$ cat config.mk
export PLATFORM = sky130hd
export DESIGN_NAME = adder32_arbiter
export DESIGN_NICKNAME = d
export VERILOG_FILES = /design/src/rtl/adder32_arbiter.sv
export SDC_FILE = /design/constraint.sdc
export NUM_CORES = 1
export LEC_CHECK = 0
export ABC_AREA = 1
export CAP_MARGIN = 20
export CORE_MARGIN = 4
export CORE_UTILIZATION = 36
export CTS_BUF_LIST = sky130_fd_sc_hd__clkbuf_8 sky130_fd_sc_hd__clkbuf_16
export DETAILED_ROUTE_END_ITERATION = 8
export GPL_ROUTABILITY_DRIVEN = 0
export PLACE_DENSITY_LB_ADDON = 0.15
export SYNTH_ARGS = -nofsm -noshare
export SYNTH_HDL_FRONTEND = slang
export SYNTH_SLANG_ARGS = --single-unit
$ cat constraint.sdc
create_clock -name clk -period 2.9 [get_ports clk]
set_input_delay 0.29 -clock clk [delete_from_list [all_inputs] [get_ports clk]]
set_output_delay 0.29 -clock clk [all_outputs]
set_load 0.1 [all_outputs]
$ cat src/rtl/adder32_arbiter.sv
// +-----------------------------------------------------------------------------
// | Module      : adder32_arbiter (with leaf fulladder32)
// | Description : One shared 32-bit adder arbitrated between N_REQ requesters,
// |               registered tagged result, locked multi-word carry chaining.
// |               Define ADDER32_ARB_RR_EN for round-robin, else fixed priority.
// | Revision    : 1.0
// +-----------------------------------------------------------------------------
`default_nettype none

module fulladder32 (
  input  logic [31:0] A,
  input  logic [31:0] B,
  input  logic        Pin,
  output logic [31:0] S,
  output logic        Pout
);
  assign {Pout, S} = {1'b0, A} + {1'b0, B} + {32'b0, Pin};
endmodule

module adder32_arbiter #(
  parameter int N_REQ = 4,
  parameter int IDW   = 2
) (
  input  logic                 clk,
  input  logic                 rst_n,
  input  logic [N_REQ-1:0]     req_valid,
  output logic [N_REQ-1:0]     req_ready,
  input  logic [32*N_REQ-1:0]  req_a,
  input  logic [32*N_REQ-1:0]  req_b,
  input  logic [N_REQ-1:0]     req_cin,
  input  logic [N_REQ-1:0]     req_lock,
  output logic                 res_valid,
  input  logic                 res_ready,
  output logic [31:0]          res_sum,
  output logic                 res_cout,
  output logic [IDW-1:0]       res_id,
  output logic                 locked
);

  localparam logic [0:0] ST_ARB    = 1'b0;
  localparam logic [0:0] ST_LOCKED = 1'b1;

  logic [0:0]     r_state;
  logic [0:0]     w_state_nxt;
  logic [IDW-1:0] r_owner;
  logic           r_saved_carry;
  logic           r_res_valid;
  logic [31:0]    r_res_sum;
  logic           r_res_cout;
  logic [IDW-1:0] r_res_id;

  logic [IDW-1:0] w_rr_ptr;
  logic           w_grant_vld;
  logic [IDW-1:0] w_grant_idx;
  logic [IDW-1:0] w_ptr_nxt;
  logic           w_can_accept;
  logic           w_xfer;
  logic           w_lock_beat;
  logic [31:0]    w_a;
  logic [31:0]    w_b;
  logic           w_pin;
  logic [31:0]    w_s;
  logic           w_pout;

  assign w_can_accept = !r_res_valid || res_ready;
  assign w_xfer       = w_grant_vld && w_can_accept;
  assign w_lock_beat  = req_lock[w_grant_idx];
  assign w_ptr_nxt    = (w_grant_idx == IDW'(N_REQ - 1)) ? '0 : w_grant_idx + 1'b1;

`ifdef ADDER32_ARB_RR_EN
  logic [IDW-1:0] r_rr_ptr;

  always_ff @(posedge clk or negedge rst_n) begin
    if (!rst_n) begin
      r_rr_ptr <= '0;
    end else if (w_xfer) begin
      r_rr_ptr <= w_ptr_nxt;
    end
  end

  assign w_rr_ptr = r_rr_ptr;
`else
  assign w_rr_ptr = '0;
`endif

  // Descending scan: the last hit written is the nearest requester at/after the pointer.
  always_comb begin
    w_grant_vld = 1'b0;
    w_grant_idx = '0;
    if (r_state == ST_LOCKED) begin
      w_grant_vld = req_valid[r_owner];
      w_grant_idx = r_owner;
    end else begin
      for (int k = N_REQ - 1; k >= 0; k--) begin
        if (req_valid[(int'(w_rr_ptr) + k) % N_REQ]) begin
          w_grant_vld = 1'b1;
          w_grant_idx = IDW'((int'(w_rr_ptr) + k) % N_REQ);
        end
      end
    end
  end

  assign w_a   = req_a[32*w_grant_idx +: 32];
  assign w_b   = req_b[32*w_grant_idx +: 32];
  assign w_pin = (r_state == ST_LOCKED) ? r_saved_carry : req_cin[w_grant_idx];

  fulladder32 u_add (
    .A    (w_a),
    .B    (w_b),
    .Pin  (w_pin),
    .S    (w_s),
    .Pout (w_pout)
  );

  always_ff @(posedge clk or negedge rst_n) begin
    if (!rst_n) begin
      r_state <= ST_ARB;
    end else begin
      r_state <= w_state_nxt;
    end
  end

  always_comb begin
    w_state_nxt = r_state;
    if (w_xfer) begin
      w_state_nxt = w_lock_beat ? ST_LOCKED : ST_ARB;
    end
  end

  always_comb begin
    req_ready = '0;
    if (w_xfer) begin
      req_ready[w_grant_idx] = 1'b1;
    end
    locked = (r_state == ST_LOCKED);
  end

  // Owner and carry only matter while a lock is in progress.
  always_ff @(posedge clk or negedge rst_n) begin
    if (!rst_n) begin
      r_owner       <= '0;
      r_saved_carry <= 1'b0;
    end else if (w_xfer && w_lock_beat) begin
      r_owner       <= w_grant_idx;
      r_saved_carry <= w_pout;
    end
  end

  always_ff @(posedge clk or negedge rst_n) begin
    if (!rst_n) begin
      r_res_valid <= 1'b0;
      r_res_sum   <= '0;
      r_res_cout  <= 1'b0;
      r_res_id    <= '0;
    end else if (w_xfer) begin
      r_res_valid <= 1'b1;
      r_res_sum   <= w_s;
      r_res_cout  <= w_pout;
      r_res_id    <= w_grant_idx;
    end else if (res_ready) begin
      r_res_valid <= 1'b0;
    end
  end

  assign res_valid = r_res_valid;
  assign res_sum   = r_res_sum;
  assign res_cout  = r_res_cout;
  assign res_id    = r_res_id;

endmodule

`default_nettype wire

==> flow_metrics.py, run 1 <==
metrics = {
    "yosys": {
        "netlist.area_leader.share_pct": 27.0,
        "ys_warn_count": 0,
        "async_reset_ff_share_pct": 100,
        "synth_enable_flop_cells": 0,
        "ys_seq_area_share_pct": 18.3,
        "ys_top_cells_by_area": "sky130_fd_sc_hd__nand2_1 (27%), sky130_fd_sc_hd__dfrtp_1 (18%), sky130_fd_sc_hd__inv_1 (8.5%)",
        "flip_flop_and_latch_count_after_synthesis": 40,
        "yosysTopAreaCell": "sky130_fd_sc_hd__nand2_1",
        "synth.cell_area_um2": 5460,
        "ys.flop_type": "sky130_fd_sc_hd__dfrtp_1",
        "synthesis.nets": 1274,
        "post_synth_num_cell_types": 32,
        "synth_cells": 970,
        "avgSynthCellArea_um2": 5.63,
    },
    "setup_path": {
        "critical_path.cell_chain": "o21ai_4, inv_4, nand2_4, buf_4, nor2_1, nor2_1, o21ai_1, fa_2, fa_2, inv_2, nand3_2, nand3_2, nand2_1, nand2_2, nand2_1, nand2_2, nand3_2, nand2_2, nand2_1, nand2_1",
        "worst-path-buf-inv": 3,
        "critPathMaxStageDelay_ns": 0.54,
        "crit_path_frequent_cell": "sky130_fd_sc_hd__nand2_1",
        "worstSetupStartpointType": "flip-flop",
        "critical_path_class": "reg2reg",
        "cp.arrival_ns": 3.36,
        "critical_path_cell_with_the_highest_stage_delay": "sky130_fd_sc_hd__dfrtp_4",
        "worst_setup_path_end_kind": "flip-flop",
        "crit_path_max_fanout": 6,
        "worstPathRequired_ns": 3.13,
        "critical-path-top-delay-family": "simple AND/OR/NAND/NOR gates",
    },
    "clocking": {
        "cts.sink_count": 40,
        "cts_buffers": 5,
        "clk-insertion-delay-late_ns": 0.29,
        "cts_root_buf": "sky130_fd_sc_hd__clkbuf_16",
        "htree_num_levels": 2,
        "max-clock-path-buffers": 2,
        "cts_tree": "yes",
        "cts.clk_slew.worst_paths_ns": 0.06,
    },
    "flow_run": {
        "drv_cap": 0,
    },
    "power": {
        "final_power_mw": 14.9,
        "power.internal_mw": 6.40,
        "p_per_area_nw_per_um2": 1430,
        "p_leak_nw": 5.00,
        "switching_share_pct": 57.1,
        "sequential_fraction_of_design_power_pct": 7.2,
        "worst_ir_drop_vdd_mv": 0.704,
        "netSwitchingPower_mw": 8.52,
        "clock_power_share_pct": 4.2,
        "comb_power_share_pct": 88.6,
    },
    "sta": {
        "timing.final.crit_share_pct": 108,
        "fin_setup_tns_ns": -3.66,
        "finalWorstPathRequiredPeriod_ns": 3.13,
        "timing_worst_slew_pin_value_ns": 0.916,
        "maxSlewHeadroom_pct": 39.0,
        "clock.fmax_ghz": 0.320,
        "fin_hold_ws_ns": 0.130,
        "finalHoldViolCount": 0,
        "timing.clock.skew_ns": 0.00550,
        "timing_max_transition_violations_final": 0,
        "postLayoutSetupSlackWorst_ns": -0.230,
        "timing.final.setup_violations": 29,
        "rsz0062_at_grt": "yes",
    },
    "detailed_routing": {
        "detailedRoute.firstIterationViolations": 568,
        "detailroute.via_count": 7868,
        "drc_errors": 0,
        "wl_um": 27300,
        "drt.antenna.violating_nets": 0,
        "per_cell_routed_wire_length_um": 17.6,
        "via_per_inst": 5.06,
        "drt_first_pass_iters": 7,
    },
    "die": {
        "die_height_um": 131,
        "floorplan.initialDensity_pct": 37.1,
        "i_o_pins": 312,
        "floorplan.die.width_um": 131,
        "placementRows": 44,
        "area_enclosed_by_the_die_boundary_um2": 17200,
        "design.core.area_um2": 14700,
    },
    "finish": {
        "final_layout_size_suffix_gt1_share_pct": 22.6,
        "nNetsFinal": 1673,
        "antenna_cells_inserted": 0,
        "syn2layout_area_growth_pct": 90.8,
    },
    "global_routing": {
        "grt-ovfl-total": 0,
        "grt_pass1_vias": 7543,
        "global_route_wire_length_before_repair_um": 40600,
        "grt_max_degree": 45,
        "track_usage_pct": 29.2,
        "grt_antenna_before_repair": 0,
    },
    "run_status": {
        "violations_in_the_final_reports": "negative setup slack",
        "run_status": "finished, violations left",
    },
    "hold_path": {
        "min-delay-path-class": "in2async",
    },
    "placement": {
        "total_of_buffers_placed_on_input_and_output_ports": 311,
        "dp_hpwl_um": 22300,
    },
}
## power groups by stage
stage / sequential, mW / clock [mW] / combinational (mW)
3_5_place_dp: 1.08 / 0 / 11.1
5_1_grt: 1.10 / 0.658 / 14.3
2_1_floorplan: 2.92 / 0 / 5.43
3_3_place_gp: 1.07 / 0 / 11.0
4_1_cts: 1.07 / 0.640 / 11.7
6_report: 1.07 / 0.631 / 13.2
## metrics by stage
step | utilization (%) | area [µm²] | cells | setup slack (ns)
6_report | 70.9 | 10400 | 1554 | -0.230
5_1_grt | 70.9 | 10400 | 1554 | -0.360
3_5_place_dp | 63.6 | 9350 | 1524 | -0.669
4_1_cts | 66.8 | 9810 | 1544 | -0.160
2_1_floorplan | - | 5510 | 970 | -0.0951
3_3_place_gp | 63.6 | 9350 | 1524 | -0.654
## placed cells by master, fill, tap and decap left out, types with 7 or more instances in the layout
cell type                         Yosys  layout
sky130_fd_sc_hd__a21oi_1             22       8
sky130_fd_sc_hd__a21oi_2              0      14
sky130_fd_sc_hd__a22oi_1              9       8
sky130_fd_sc_hd__buf_12               0      14
sky130_fd_sc_hd__buf_4                7     135
sky130_fd_sc_hd__clkdlybuf4s50_1      0     265
sky130_fd_sc_hd__dfrtp_1             40      39
sky130_fd_sc_hd__ha_1                31      11
sky130_fd_sc_hd__ha_4                 0      15
sky130_fd_sc_hd__inv_1              123     122
sky130_fd_sc_hd__nand2_1            393     357
sky130_fd_sc_hd__nand2_2              5      33
sky130_fd_sc_hd__nand3_1             57      42
sky130_fd_sc_hd__nand3_2              0      13
sky130_fd_sc_hd__nand4_1             23      23
sky130_fd_sc_hd__nor2_1              97      70
sky130_fd_sc_hd__nor2_2               1      17
sky130_fd_sc_hd__nor2_4               0      11
sky130_fd_sc_hd__o21ai_0             24      20
sky130_fd_sc_hd__o22ai_1             69      65
sky130_fd_sc_hd__xnor2_1             12       7
## layer usage
layer / GRT usage, % / vias up / wire [µm]
met1: 39.5 / 3555 / 11400
met4: 4.96 / 0 / 469
met3: 4.40 / 35 / 2200
met2: 50.2 / 342 / 13200
li1: - / 3936 / -
met5: 0 / - / 0
## kinds of logic (layout without fill, tap and decap cells)
kind of cell | count (synthesis) | after routing | synth area share (%)
adder cells (fa/ha/maj) | 33 | 33 | 7.84
flip-flops | 40 | 40 | 18.3
buffers and inverters | 161 | 561 | 12.8
XOR/XNOR | 14 | 14 | 2.25
AO/OA/AOI/OAI | 136 | 136 | 15.3
AND/OR/NAND/NOR | 586 | 586 | 43.4
## synthesized netlist by cell type, types with 3 or more instances
library cell,count
sky130_fd_sc_hd__nand2_1,393
sky130_fd_sc_hd__inv_1,123
sky130_fd_sc_hd__nor2_1,97
sky130_fd_sc_hd__o22ai_1,69
sky130_fd_sc_hd__nand3_1,57
sky130_fd_sc_hd__dfrtp_1,40
sky130_fd_sc_hd__ha_1,31
sky130_fd_sc_hd__o21ai_0,24
sky130_fd_sc_hd__nand4_1,23
sky130_fd_sc_hd__a21oi_1,22
sky130_fd_sc_hd__buf_2,13
sky130_fd_sc_hd__xnor2_1,12
sky130_fd_sc_hd__a22oi_1,9
sky130_fd_sc_hd__buf_4,7
sky130_fd_sc_hd__buf_6,7
sky130_fd_sc_hd__inv_2,7
sky130_fd_sc_hd__nand2_2,5
sky130_fd_sc_hd__clkbuf_1,4
sky130_fd_sc_hd__nand3b_1,4
sky130_fd_sc_hd__o21bai_1,4
sky130_fd_sc_hd__and2_1,3
## state kept, by name, indices dropped and copies added (netlist names)
signal and cells:
res_cout 1, locked 1, r_saved_carry 1, res_id 2
res_sum 32, res_valid 1, r_owner 2
## what timing repair did
item	CTS	global route
gates resized for setup	52	113
hold buffers	0	0
setup endpoints to repair	30	30
setup buffers	12	10
pin swaps	17	21
## final timing paths
kind,endpoint,cells after the start,slack (ns),startpoint
setup / recovery,res_cout,20,-0.23,locked
hold / removal,r_owner[0],1,0.13,rst_n
setup reg to reg,res_cout,20,-0.23,locked
hold reg to reg,res_sum[23],2,0.48,res_sum[23]
max in group asynchronous,locked,1,2.11,rst_n
min in group clk,res_sum[23],2,0.48,res_sum[23]
## final cells by class
type / count / area, µm²
clock inverters: 3 / 38.8
repair buffers: 423 / 4040
well taps: 184 / 230
inverters: 130 / 498
multi-input cells: 769 / 4480
clock buffers: 5 / 125
fillers: 1269 / 4280
flip-flops and latches: 40 / 1000
Power figures use the tool's default switching activity.
==> inputs of run 2 (changes only) <==
- TNS_END_PERCENT: not set -> 1
==> run 2 against run 1 <==
The run still ends with negative setup slack left. Highest routed layer unchanged. Worst setup slack gained 0.13 ns. Combinational power up 4%. Die area did not move. First-iteration DRC count fell by 12%. Clock skew increased by 0.0018 ns.
==> flow_metrics.py, run 2 (same netlist as run 1, synthesis figures left out) <==
metrics = {
    "power": {
        "comb_power_share_pct": 88.8,
        "p_leak_nw": 5.14,
        "clock_power_share_pct": 4.2,
        "p_per_area_nw_per_um2": 1440,
        "final_power_mw": 15.5,
        "worst_ir_drop_vdd_mv": 0.721,
        "sequential_fraction_of_design_power_pct": 7.0,
        "power.internal_mw": 6.61,
        "netSwitchingPower_mw": 8.85,
        "switching_share_pct": 57.2,
    },
    "clocking": {
        "clk-insertion-delay-late_ns": 0.29,
        "max-clock-path-buffers": 2,
        "cts_buffers": 5,
        "htree_num_levels": 2,
        "ctsHoldBuffers": 0,
        "cts.sink_count": 40,
        "cts.clk_slew.worst_paths_ns": 0.07,
        "cts_root_buf": "sky130_fd_sc_hd__clkbuf_16",
        "cts_tree": "yes",
    },
    "placement": {
        "dpl_cell_area_um2": 9400,
        "dp_hpwl_um": 23400,
        "pre_cts_slack_ns": -0.626,
        "total_of_buffers_placed_on_input_and_output_ports": 311,
    },
    "sta": {
        "rsz0062_at_grt": "yes",
        "timing_worst_slew_pin_value_ns": 0.910,
        "postLayoutSetupSlackWorst_ns": -0.0992,
        "timing.final.setup_violations": 25,
        "timing.clock.skew_ns": 0.00728,
        "maxSlewHeadroom_pct": 39.4,
        "finalWorstPathRequiredPeriod_ns": 3.00,
        "finalHoldViolCount": 0,
        "fin_setup_tns_ns": -1.43,
        "timing_max_transition_violations_final": 0,
        "timing.final.crit_share_pct": 103,
        "clock.fmax_ghz": 0.333,
    },
    "detailed_routing": {
        "detailedRoute.firstIterationViolations": 500,
        "per_cell_routed_wire_length_um": 18.5,
        "drc_errors": 0,
        "drt_first_pass_iters": 5,
        "drt.antenna.violating_nets": 0,
        "via_per_inst": 5.24,
        "wl_um": 28900,
        "detailroute.via_count": 8196,
    },
    "global_routing": {
        "global_route_wire_length_before_repair_um": 43000,
        "grt_pass1_vias": 8360,
        "grt-ovfl-total": 0,
        "grt_antenna_before_repair": 1,
        "track_usage_pct": 31.4,
        "grt_max_degree": 41,
    },
    "die": {
        "floorplan.die.width_um": 131,
        "placementRows": 44,
        "i_o_pins": 312,
        "area_enclosed_by_the_die_boundary_um2": 17200,
        "die_height_um": 131,
        "floorplan.initialDensity_pct": 37.1,
        "design.core.area_um2": 14700,
    },
    "finish": {
        "layout.cells.most_common_list": "sky130_fd_sc_hd__nand2_1 (354), sky130_fd_sc_hd__clkdlybuf4s50_1 (265), sky130_fd_sc_hd__buf_4 (144)",
        "final_util_pct": 73.1,
        "final_layout_size_suffix_gt1_share_pct": 26.4,
        "largest_register_ffs": 32,
        "fin_area_um2": 10700,
        "syn2layout_area_growth_pct": 96.8,
        "commonest_non_fill_non_tap_cell_in_the_layout": "sky130_fd_sc_hd__nand2_1",
        "nNetsFinal": 1683,
    },
    "setup_path": {
        "worstPathRequired_ns": 3.08,
        "worstSetupStartpointType": "flip-flop",
        "critical_path_cell_with_the_highest_stage_delay": "sky130_fd_sc_hd__dfrtp_4",
        "critPathMaxStageDelay_ns": 0.55,
        "critical_path_class": "reg2reg",
        "cp.arrival_ns": 3.18,
        "critical_path.cell_chain": "nor2_4, nand2_1, nand2_4, nand2_4, buf_12, buf_8, o22ai_1, nor2_1, ha_1, nand2_1, nor2_2, nand2_1, nor2_1, nand2_2, nand3_1, nand2_1, nand3_4, nand2_1",
        "worst_setup_path_end_kind": "flip-flop",
        "crit_path_max_fanout": 26,
        "crit_path_frequent_cell": "sky130_fd_sc_hd__nand2_1",
    },
    "flow_run": {
        "drv_cap": 0,
    },
    "hold_path": {
        "min-delay-path-class": "in2async",
    },
    "run_status": {
        "violations_in_the_final_reports": "negative setup slack",
        "run_status": "finished, violations left",
    },
}
[run 2: cell types whose count changed in the layout (fill, tap and decap cells not counted), sizes merged]
cell      delta
clkinvlp     +1
clkinv       -1
buf         +10
diode        +1
[run 2: routing by layer]
layer,part of all wire (%),global-route usage (%),vias to the layer above
met5,0,0,-
met4,6.6,19.4,0
met3,7.2,8.03,119
met2,50,56.4,395
met1,37,32.7,3736
li1,-,-,3946
[run 2: final timing paths]
| path | slack (ns) | cells after the start | to | startpoint |
|---|---|---|---|---|
| max | -0.1 | 18 | res_sum[25] | locked |
| min | 0.12 | 1 | res_valid | rst_n |
| max reg2reg | -0.1 | 18 | res_sum[25] | locked |
| min reg2reg | 0.48 | 2 | res_id[0] | res_id[0] |
| max in group asynchronous | 2.10 | 1 | locked | rst_n |
| min in group clk | 0.48 | 2 | res_id[0] | res_id[0] |
[run 2: layout make-up]
type	count	area, µm²
Antenna cell	1	2.50
Clock buffer	5	125
Clock inverter	3	46.3
Fill cell	1191	3950
Inverter	130	495
Multi-Input combinational cell	769	4760
Sequential cell	40	1000
Tap cell	184	230
Timing Repair Buffer	433	4080
[run 2: worst max-delay path: cells and delay by family, from the launching register on]
family	cells	cell delay, ns
simple gates	14	1.49
buf+inv	2	0.31
flops	1	0.55
fa+ha+maj	1	0.36
compound gates	1	0.17
[run 2: per-stage QoR]
step	instances	hold WS, ns
6_report	1565	0.121
5_1_grt	1565	0.228
4_1_cts	1557	0.168
3_5_place_dp	1538	0.466
3_3_place_gp	1538	0.465
2_1_floorplan	970	-0.00559
[run 2: repair_timing]
item | 4_1_cts | 5_1_grt
setup endpoints to repair | 30 | 30
pin swaps | 44 | 40
gates cloned | 0 | 0
gates resized for setup | 142 | 79
setup buffers | 11 | 7
[run 2: power by group through the flow]
stage | Sequential, mW | Clock [mW] | Combinational, mW
2_1_floorplan | 2.92 | 0 | 5.36
3_3_place_gp | 1.07 | 0 | 11.1
3_5_place_dp | 1.07 | 0 | 11.2
4_1_cts | 1.08 | 0.660 | 12.6
5_1_grt | 1.12 | 0.687 | 14.8
6_report | 1.08 | 0.654 | 13.7
